--- src/rtl/pool_window_scheduler.sv ---
// rtl/pool_window_scheduler.sv - frame sequencer and result buffer for the average-pooling datapath
//
// Ports:
//   clock, reset                  rising-edge clock, asynchronous active-high reset
//   start / busy / done / error   frame control and status (error is sticky until reset or next start)
//   pix_data/pix_valid/pix_ready  input pixel stream, row-major
//   dp_data/dp_valid/dp_window_end  pixel issue to the datapath, one cycle after accept
//   dp_avg/dp_avg_ready           averages returned by the datapath
//   res_data/res_index/res_valid/res_ready  pooled-result FIFO head
module pool_window_scheduler #(
    parameter int bitwidth    = 8,
    parameter int filterWidth = 3,
    parameter int imageWidth  = 11,
    parameter int imageHeight = 11,
    parameter int stride      = 3,
    parameter int fifoDepth   = 4,
    parameter int flushLimit  = 64
) (
    input  logic                clock,
    input  logic                reset,
    input  logic                start,
    output logic                busy,
    output logic                done,
    output logic                error,
    input  logic [bitwidth-1:0] pix_data,
    input  logic                pix_valid,
    output logic                pix_ready,
    output logic [bitwidth-1:0] dp_data,
    output logic                dp_valid,
    output logic                dp_window_end,
    input  logic [bitwidth-1:0] dp_avg,
    input  logic                dp_avg_ready,
    output logic [bitwidth-1:0] res_data,
    output logic [15:0]         res_index,
    output logic                res_valid,
    input  logic                res_ready
);

    localparam int NWIN = ((imageWidth - filterWidth) / stride + 1) *
                          ((imageHeight - filterWidth) / stride + 1);
    localparam int CW   = $clog2(imageWidth);
    localparam int RW   = $clog2(imageHeight);
    localparam int AW   = $clog2(fifoDepth);
    localparam int FW   = $clog2(flushLimit + 1);
    localparam int EW   = bitwidth + 16;

    typedef enum logic [1:0] {
        S_IDLE,
        S_STREAM,
        S_DRAIN,
        S_DONE
    } state_t;

    state_t          state;
    logic [CW-1:0]   col;
    logic [RW-1:0]   row;
    logic [15:0]     out_cnt;     // windows issued whose average has not come back
    logic [15:0]     rx_cnt;      // averages matched this frame; doubles as the window index
    logic [FW-1:0]   flush_cnt;

    logic [EW-1:0]   mem [fifoDepth];
    logic [AW-1:0]   wr_ptr;
    logic [AW-1:0]   rd_ptr;
    logic [AW:0]     fifo_cnt;

    logic [31:0]     col32;
    logic [31:0]     row32;
    logic            col_hit;
    logic            row_hit;
    logic            win_hit;
    logic            last_col;
    logic            last_row;
    logic            accept;
    logic            issue;
    logic            matched;
    logic            fifo_full;
    logic            pop;
    logic            push;
    logic [EW-1:0]   head;

    assign col32    = 32'(col);
    assign row32    = 32'(row);
    assign col_hit  = (col32 >= 32'(filterWidth - 1)) &&
                      (((col32 - 32'(filterWidth - 1)) % 32'(stride)) == 32'd0);
    assign row_hit  = (row32 >= 32'(filterWidth - 1)) &&
                      (((row32 - 32'(filterWidth - 1)) % 32'(stride)) == 32'd0);
    assign win_hit  = col_hit && row_hit;
    assign last_col = (col == CW'(imageWidth - 1));
    assign last_row = (row == RW'(imageHeight - 1));

    // Credit check counts both in-flight windows and buffered results, so every
    // average the datapath can still produce already has a FIFO slot reserved.
    assign pix_ready = (state == S_STREAM) &&
                       (({1'b0, out_cnt} + 17'(fifo_cnt)) < 17'(fifoDepth));
    assign accept    = pix_valid && pix_ready;
    assign issue     = accept && win_hit;

    // A pulse with nothing outstanding is unsolicited and never reaches the FIFO.
    assign matched   = dp_avg_ready && (out_cnt != 16'd0);
    assign fifo_full = (fifo_cnt == (AW + 1)'(fifoDepth));
    assign res_valid = (fifo_cnt != '0);
    assign pop       = res_valid && res_ready;
    assign push      = matched && (!fifo_full || pop);

    assign head      = mem[rd_ptr];
    assign res_data  = res_valid ? head[EW-1:16] : '0;
    assign res_index = res_valid ? head[15:0] : '0;

    always_ff @(posedge clock or posedge reset) begin
        if (reset) begin
            state         <= S_IDLE;
            busy          <= 1'b0;
            done          <= 1'b0;
            error         <= 1'b0;
            dp_data       <= '0;
            dp_valid      <= 1'b0;
            dp_window_end <= 1'b0;
            col           <= '0;
            row           <= '0;
            out_cnt       <= '0;
            rx_cnt        <= '0;
            flush_cnt     <= '0;
        end else begin
            done          <= 1'b0;
            dp_valid      <= 1'b0;
            dp_window_end <= 1'b0;

            if (matched) begin
                rx_cnt <= rx_cnt + 16'd1;
            end
            if (dp_avg_ready && !push) begin
                error <= 1'b1;
            end

            unique case ({issue, matched})
                2'b10:   out_cnt <= out_cnt + 16'd1;
                2'b01:   out_cnt <= out_cnt - 16'd1;
                default: out_cnt <= out_cnt;
            endcase

            unique case (state)
                S_IDLE: begin
                    if (start) begin
                        state     <= S_STREAM;
                        busy      <= 1'b1;
                        error     <= 1'b0;
                        col       <= '0;
                        row       <= '0;
                        out_cnt   <= '0;
                        rx_cnt    <= '0;
                        flush_cnt <= '0;
                    end
                end
                S_STREAM: begin
                    if (accept) begin
                        dp_valid      <= 1'b1;
                        dp_data       <= pix_data;
                        dp_window_end <= win_hit;
                        if (last_col) begin
                            col <= '0;
                            row <= last_row ? '0 : row + RW'(1);
                        end else begin
                            col <= col + CW'(1);
                        end
                        if (last_col && last_row) begin
                            state <= S_DRAIN;
                        end
                    end
                end
                S_DRAIN: begin
                    if (rx_cnt == 16'(NWIN)) begin
                        state <= S_DONE;
                        busy  <= 1'b0;
                        done  <= 1'b1;
                    end else if (flush_cnt == FW'(flushLimit)) begin
                        state <= S_DONE;
                        busy  <= 1'b0;
                        done  <= 1'b1;
                        error <= 1'b1;
                    end else if (out_cnt != 16'd0) begin
                        // Zero pixels push the last windows through the datapath pipeline.
                        dp_valid  <= 1'b1;
                        dp_data   <= '0;
                        flush_cnt <= flush_cnt + FW'(1);
                    end
                end
                S_DONE: begin
                    state <= S_IDLE;
                end
                default: state <= S_IDLE;
            endcase
        end
    end

    // Result FIFO: survives frame boundaries, only reset or pops empty it.
    always_ff @(posedge clock or posedge reset) begin
        if (reset) begin
            wr_ptr   <= '0;
            rd_ptr   <= '0;
            fifo_cnt <= '0;
        end else begin
            if (push) begin
                wr_ptr <= wr_ptr + AW'(1);
            end
            if (pop) begin
                rd_ptr <= rd_ptr + AW'(1);
            end
            unique case ({push, pop})
                2'b10:   fifo_cnt <= fifo_cnt + (AW + 1)'(1);
                2'b01:   fifo_cnt <= fifo_cnt - (AW + 1)'(1);
                default: fifo_cnt <= fifo_cnt;
            endcase
        end
    end

    always_ff @(posedge clock) begin
        if (push) begin
            mem[wr_ptr] <= {dp_avg, rx_cnt};
        end
    end

endmodule

--- config.mk ---
export PLATFORM = sky130hd
export DESIGN_NAME = pool_window_scheduler
export DESIGN_NICKNAME = d
export VERILOG_FILES = /design/src/rtl/pool_window_scheduler.sv
export SDC_FILE = /design/constraint.sdc
export NUM_CORES = 1
export LEC_CHECK = 0
export ABC_AREA = 0
export CORE_MARGIN = 8
export CORE_UTILIZATION = 45
export CTS_CLUSTER_DIAMETER = 100
export CTS_CLUSTER_SIZE = 30
export DETAILED_ROUTE_END_ITERATION = 12
export PLACE_DENSITY_LB_ADDON = 0.3
export SLEW_MARGIN = 20
export SYNTH_ARGS = -nofsm -noshare
export SYNTH_HDL_FRONTEND = slang
export SYNTH_SLANG_ARGS = --single-unit
export TNS_END_PERCENT = 50
--- constraint.sdc ---
create_clock -name clock -period 6.1 [get_ports clock]
set_clock_uncertainty 0.2 [all_clocks]
set_input_delay 0.61 -clock clock [delete_from_list [all_inputs] [get_ports clock]]
set_output_delay 0.61 -clock clock [all_outputs]
set_load 0.1 [all_outputs]
**After elaboration in Yosys (flattened, before gate mapping)**

Memories as Yosys holds them, arrays and structs flattened.
Cells that the tools add are included.

- Register bits after elaboration: 69
- RAM bits: 96
- Word-level logic and storage cells: 137
- Memories: 1

Memories:

| name | depth | width | rd ports | clocked after Yosys merged registers in | write ports | RTL line | text |
|---|---|---|---|---|---|---|---|
| mem | 4 | 24 | 1 | 0 | 1 | 61 | `logic [EW-1:0] mem [fifoDepth];` |

- Add/sub/neg operators: 13
- Divide/modulo/power cells: 2
- $lt $le $gt $ge: 3
- Eq/ne operators: 20
- Mux-type cells: 54
- Reductions and logical operators: 29

Operator list:

| kind | count |
|---|---|
| 2-to-1 mux 16 bit | 6 |
| logical NOT 32 bit | 2 |
| remainder unit 32 x 2 -> 32 bit, second input constant | 2 |
| 2-to-1 mux 8 bit | 5 |
| adder 16 x 1 -> 16 bit, second input constant | 2 |
| one-hot mux 16 bit (2 select lines) | 1 |
| 2-to-1 mux 7 bit | 4 |
| 2-to-1 mux 4 bit | 6 |
| 2-to-1 mux 1 bit | 18 |
| adder 16 x 3 -> 17 bit | 1 |
| < comparator 17 x 3 -> 1 bit, second input constant | 1 |
| == test 16 x 4 -> 1 bit, second input constant | 1 |
| one-hot mux 4 bit (2 select lines) | 2 |
| one-hot mux 8 bit (2 select lines) | 1 |
| nonzero test 16 bit | 1 |
| subtractor 16 x 1 -> 16 bit, second input constant | 1 |
| one-hot mux 7 bit (2 select lines) | 1 |
| inequality test 2 bit, second input constant | 6 |
| logical AND 1 bit | 11 |
| 2-to-1 mux 2 bit | 5 |
| AND reduction 5 bit | 2 |
| subtractor 4 x 2 -> 5 bit, second input constant | 2 |
| adder 4 x 1 -> 4 bit, second input constant | 2 |
| == test 2 bit, second input constant | 4 |
| 21 further kinds | 34 |

**Logic depth before layout (Yosys ltp)**

- Word-level depth: 10
- Mapped depth: 31
- Gate-level depth less buffers: 28

**Worst setup path after synthesis**

OpenSTA, ideal clock, no wires.

- Path type: reg-to-reg
- From: register row[1]
- To: register out_cnt[13]
- Data arrival time: 6427 ps
- Path slack: -662 ps
- Stages on the path, launching flop included: 31
- Path buffers: 3
- Path through: dfrtp_1 > buf_6 > inv_1 > ha_1 > ha_1 > nor2b_1 > mux2i_1 > o21ai_0 > ha_1 > clkbuf_1 > nand2b_1 > or3b_1 > buf_6 > xnor2_1 > ha_1 > a31oi_1 > nand2_1 > o41ai_2 > o2111ai_1 > a211o_1 > ha_1 > ha_1 > a211o_1 > a21oi_1 > o21ai_0 > a2111oi_2 > o21bai_1 > a21oi_1 > nor2_1 > a2111oi_0 > o41ai_1

- Word-level cells in the longest chain between the ends: 10
- Elaborated cells between the ends (all ways): 12

Ends and longest elaborated chain:

| element | RTL line | text |
|---|---|---|
| start, declared | 56 | `logic [RW-1:0] row;` |
| start signal, assigned | 161 | `row <= last_row ? '0 : row + RW'(1);` |
| subtractor 4 x 2 -> 5 bit | 86 | `(((row32 - 32'(filterWidth - 1)) % 32'(stride)) == 32'd0);` |
| remainder unit 32 x 2 -> 32 bit | 86 |  |
| logical NOT 32 bit | 86 |  |
| logical AND 1 bit * | 85 | `assign row_hit = (row32 >= 32'(filterWidth - 1)) &&` |
| logical AND 1 bit * | 87 | `assign win_hit = col_hit && row_hit;` |
| logical AND 1 bit * | 96 | `assign issue = accept && win_hit;` |
| == test 2 x 1 -> 1 bit / == test 2 bit (equally long branches) | 135 | `unique case ({issue, matched})` |
| one-hot mux 16 bit (2 select lines) * | 135 |  |
| 2-to-1 mux 16 bit | 143 | `if (start) begin` |
| 2-to-1 mux 16 bit * | 141 | `unique case (state)` |
| end signal, assigned | 136 | `2'b10: out_cnt <= out_cnt + 16'd1;` |
| end signal, assigned | 137 | `2'b01: out_cnt <= out_cnt - 16'd1;` |
| end signal, assigned | 138 | `default: out_cnt <= out_cnt;` |
| end, declared | 57 | `logic [15:0] out_cnt;` |

Mark *: on every way between the ends. The rest lies on a longest branch, timed or not.
A chain may end at the register's enable or synchronous reset.

**Final worst setup path**

- From: register row[2]
- To: register out_cnt[13]

Same word-level chain as after synthesis.

==> metrics <==
worst r2r src=row[2]; grt total ovfl=0; Max VDD drop=0.3927 mV; Worst-Margin Slew=0.9868 ns; CP startpoint kind=flip-flop; Synth Register Bits=165; max-cap violations=0; Hold Crit Start=dp_data[2]; row cnt=51; drt first pass iters=4; Max clock buf depth=2; Placer Congestion=0.8220; r2r setup slk=0.21 ns; DP HPWL=12110 um; Critical Path End Type=flip-flop; Final Hold Viols=0; register area share after synthesis=51.86%; Reg power frac=31.1%; Synth Net Count=841; outcome=finished, final reports clean; vias in the first global route=5919; clock share of power=20.8%; net load switching power=2376 uW; ranking of synthesized cells by area=edfxtp_1, dfrtp_1, ha_1, mux4_2, nor2_1; routed len/inst=15.90 um; final slew viol count=0; Synth-to-Final Area Change=23.13%; fin crit share=96.48%; Pwr per Cell Area=485.6 nW/um2; Min-Delay Path Class=reg -> reg; Global Route Usage Sum=15.19%; largest stage delay on the critical path=0.41 ns; initial antenna violation count=0; Synth cell types=73; initial core utilization=45.82%; fmax=0.1699 GHz; top post-synthesis cells by count=edfxtp_1, nor2_1, dfrtp_1, nand2_1, ha_1; cell type with the largest total area after synthesis=edfxtp_1; Avg Inst Size Synth=11.62 um2; clock-pin slew on the worst setup and hold paths=0.07 ns; Crit path required time=6.20 ns; Final Routed Wirelength=18110 um; clk sinks=165; H-tree depth=4; number of port buffers=60; Core Region=19400 um2; Yosys top cell area share=32.43%; Warnings, synthesis=0; Clock Tree Root=clkbuf_16; Final Core Density=56.42%; Syn Inst Count=765; final setup fails=0; internal cell power=2939 uW; DRT antenna net count=0; # DRC=0; Die Span Y=156.5 um; Setup crit end=out_cnt[13]; initial drt markers=285; Worst EP arrival=5.99 ns; I/O pin cnt=61; TritonCTS Buffers=17; CP max FO=5; Lkg Pwr=0.004297 uW; Die W=156.5 um; r2r endpoint=out_cnt[13]; CP Class=reg -> reg; Logic pwr share=48.1%; synthesized area=8889 um2; clk_lat worst skew=0.43 ns; Antenna Cells=0; Post-synth EDFFs=96; sw frac=44.70%; Critical path buffers and inverters=2; Slowest cell on crit path=or3b_4; global-route wire length before repair=29640 um; R2R cell count=27; CP most frequent cell=ha_4; relative slew slack=34.00%; Async S/R FF share, synth=41.82%; post-route setup TNS=0 ns; kind of cell adding the most delay to the critical path=compound AO/OA/AOI/OAI gates; Vias/cell=5.344; Vias=6087; largest net degree at the start of global routing=70; crit path time final=5.885 ns; most common cell in the synthesized netlist=edfxtp_1; crit path from=row[2]; CTS tree=done; Nets=937; share of post-route cells with drive strength above 1=18.08%; critical path depth in cells=27; full die area=24500 um2; main flop type after synthesis=edfxtp_1
-- placed cells by master (no fill, tap or decap), types with 5 or more instances in the layout --
| master | count |
|---|---|
| mux2i_1 | 9 |
| a21o_1 | 6 |
| nand3_1 | 21 |
| nand4_1 | 8 |
| xnor2_1 | 19 |
| nor2_1 | 72 |
| a21oi_1 | 26 |
| o21ai_0 | 33 |
| xor2_1 | 23 |
| and2_1 | 34 |
| nor3_1 | 10 |
| and3_1 | 7 |
| dfrtp_1 | 69 |
| nor2b_1 | 6 |
| inv_1 | 26 |
| nand2b_1 | 13 |
| mux4_2 | 24 |
| a211o_1 | 8 |
| nand2_1 | 52 |
| edfxtp_1 | 96 |
| ha_4 | 11 |
| inv_2 | 5 |
| ha_1 | 38 |
| clkdlybuf4s50_1 | 60 |
| a211oi_1 | 7 |
| o211ai_1 | 5 |
| clkbuf_16 | 17 |
| buf_4 | 46 |
| nor4_1 | 8 |
| or3_1 | 8 |
-- metrics by stage --
stage | worst slack, ns | std cells | hold WS (ns) | instance area [um2] | total power (uW)
2_1_floorplan | -0.02972 | 765 | 0.2757 | 9015 | 3599
3_3_place_gp | 0.2331 | 1100 | 0.2625 | 10110 | 4134
3_5_place_dp | 0.07743 | 1100 | 0.2742 | 10110 | 4165
4_1_cts | 0.03681 | 1132 | 0.2894 | 10740 | 5277
5_1_grt | -0.01895 | 1139 | 0.3222 | 10940 | 5585
6_report | 0.2149 | 1139 | 0.2825 | 10940 | 5314
-- sequential cells by signal, summed over array words and instances, names as in the netlist --
| signal | count |
|---|---|
| dp_data | 8 |
| rx_cnt | 16 |
| state | 2 |
| dp_valid | 1 |
| wr_ptr | 2 |
| flush_cnt | 7 |
| dp_window_end | 1 |
| error | 1 |
| busy | 1 |
| row | 4 |
| rd_ptr | 2 |
| done | 1 |
| out_cnt | 16 |
| col | 4 |
| fifo_cnt | 3 |
| mem | 96 |
-- routing by layer --
metal	vias to the layer above	wire length (um)	part of all wire, %	global-route usage, %
met4	0	247	1.4	5.126
met5	-	0	0	0
met1	2976	8487	47	19.86
met3	18	697	3.8	2.978
met2	103	8673	48	24.86
li1	2990	-	-	-
-- worst min-delay path, stage by stage (launching register included) --
cell,delay (ns)
dfrtp_1,0.34
nand2_1,0.04
o21ai_0,0.06
-- power groups by stage --
| stage | clock network, uW | registers [uW] | logic (uW) |
|---|---|---|---|
| global route | 1180 | 1690 | 2720 |
| detailed placement | 0 | 1670 | 2500 |
| finish | 1110 | 1650 | 2560 |
| global placement | 0 | 1660 | 2480 |
| floorplan | 0 | 1620 | 1980 |
| CTS | 1130 | 1640 | 2500 |
-- cells by family after synthesis --
| group | after synthesis | synth area share [%] |
|---|---|---|
| and+or+nand+nor | 267 | 15.36 |
| xor gates and xnor gates | 44 | 4.336 |
| buffers and inverters | 61 | 2.773 |
| DFF | 165 | 51.86 |
| AOI/OAI and AO/OA | 140 | 10.68 |
| muxes | 34 | 7.221 |
| adders and majority gates | 54 | 7.770 |
-- final cells by class --
type,count,area [um2]
tap,265,331.6
sequential,165,4609
fill,1651,8454
clock inverter,15,200.2
inverter,31,116.4
multi-input combinational,539,4304
timing repair buffer,107,957.2
clock buffer,17,425.4
-- timing repair --
item                       in CTS  in global routing
setup endpoints to repair       0                  6
setup buffers                   0                  7
hold buffers                    0                  0
gates resized for setup         0                 30
-- worst min-delay path by stage --
stage	to	slack [ns]	cells past startpoint
3_5_place_dp	dp_data[2]	0.27	2
4_1_cts	dp_data[2]	0.29	2
6_report	dp_data[2]	0.28	2
5_1_grt	dp_data[2]	0.32	2
3_3_place_gp	dp_data[0]	0.26	2
2_1_floorplan	state[0]	0.28	2
(Power assumes the default switching activity.)
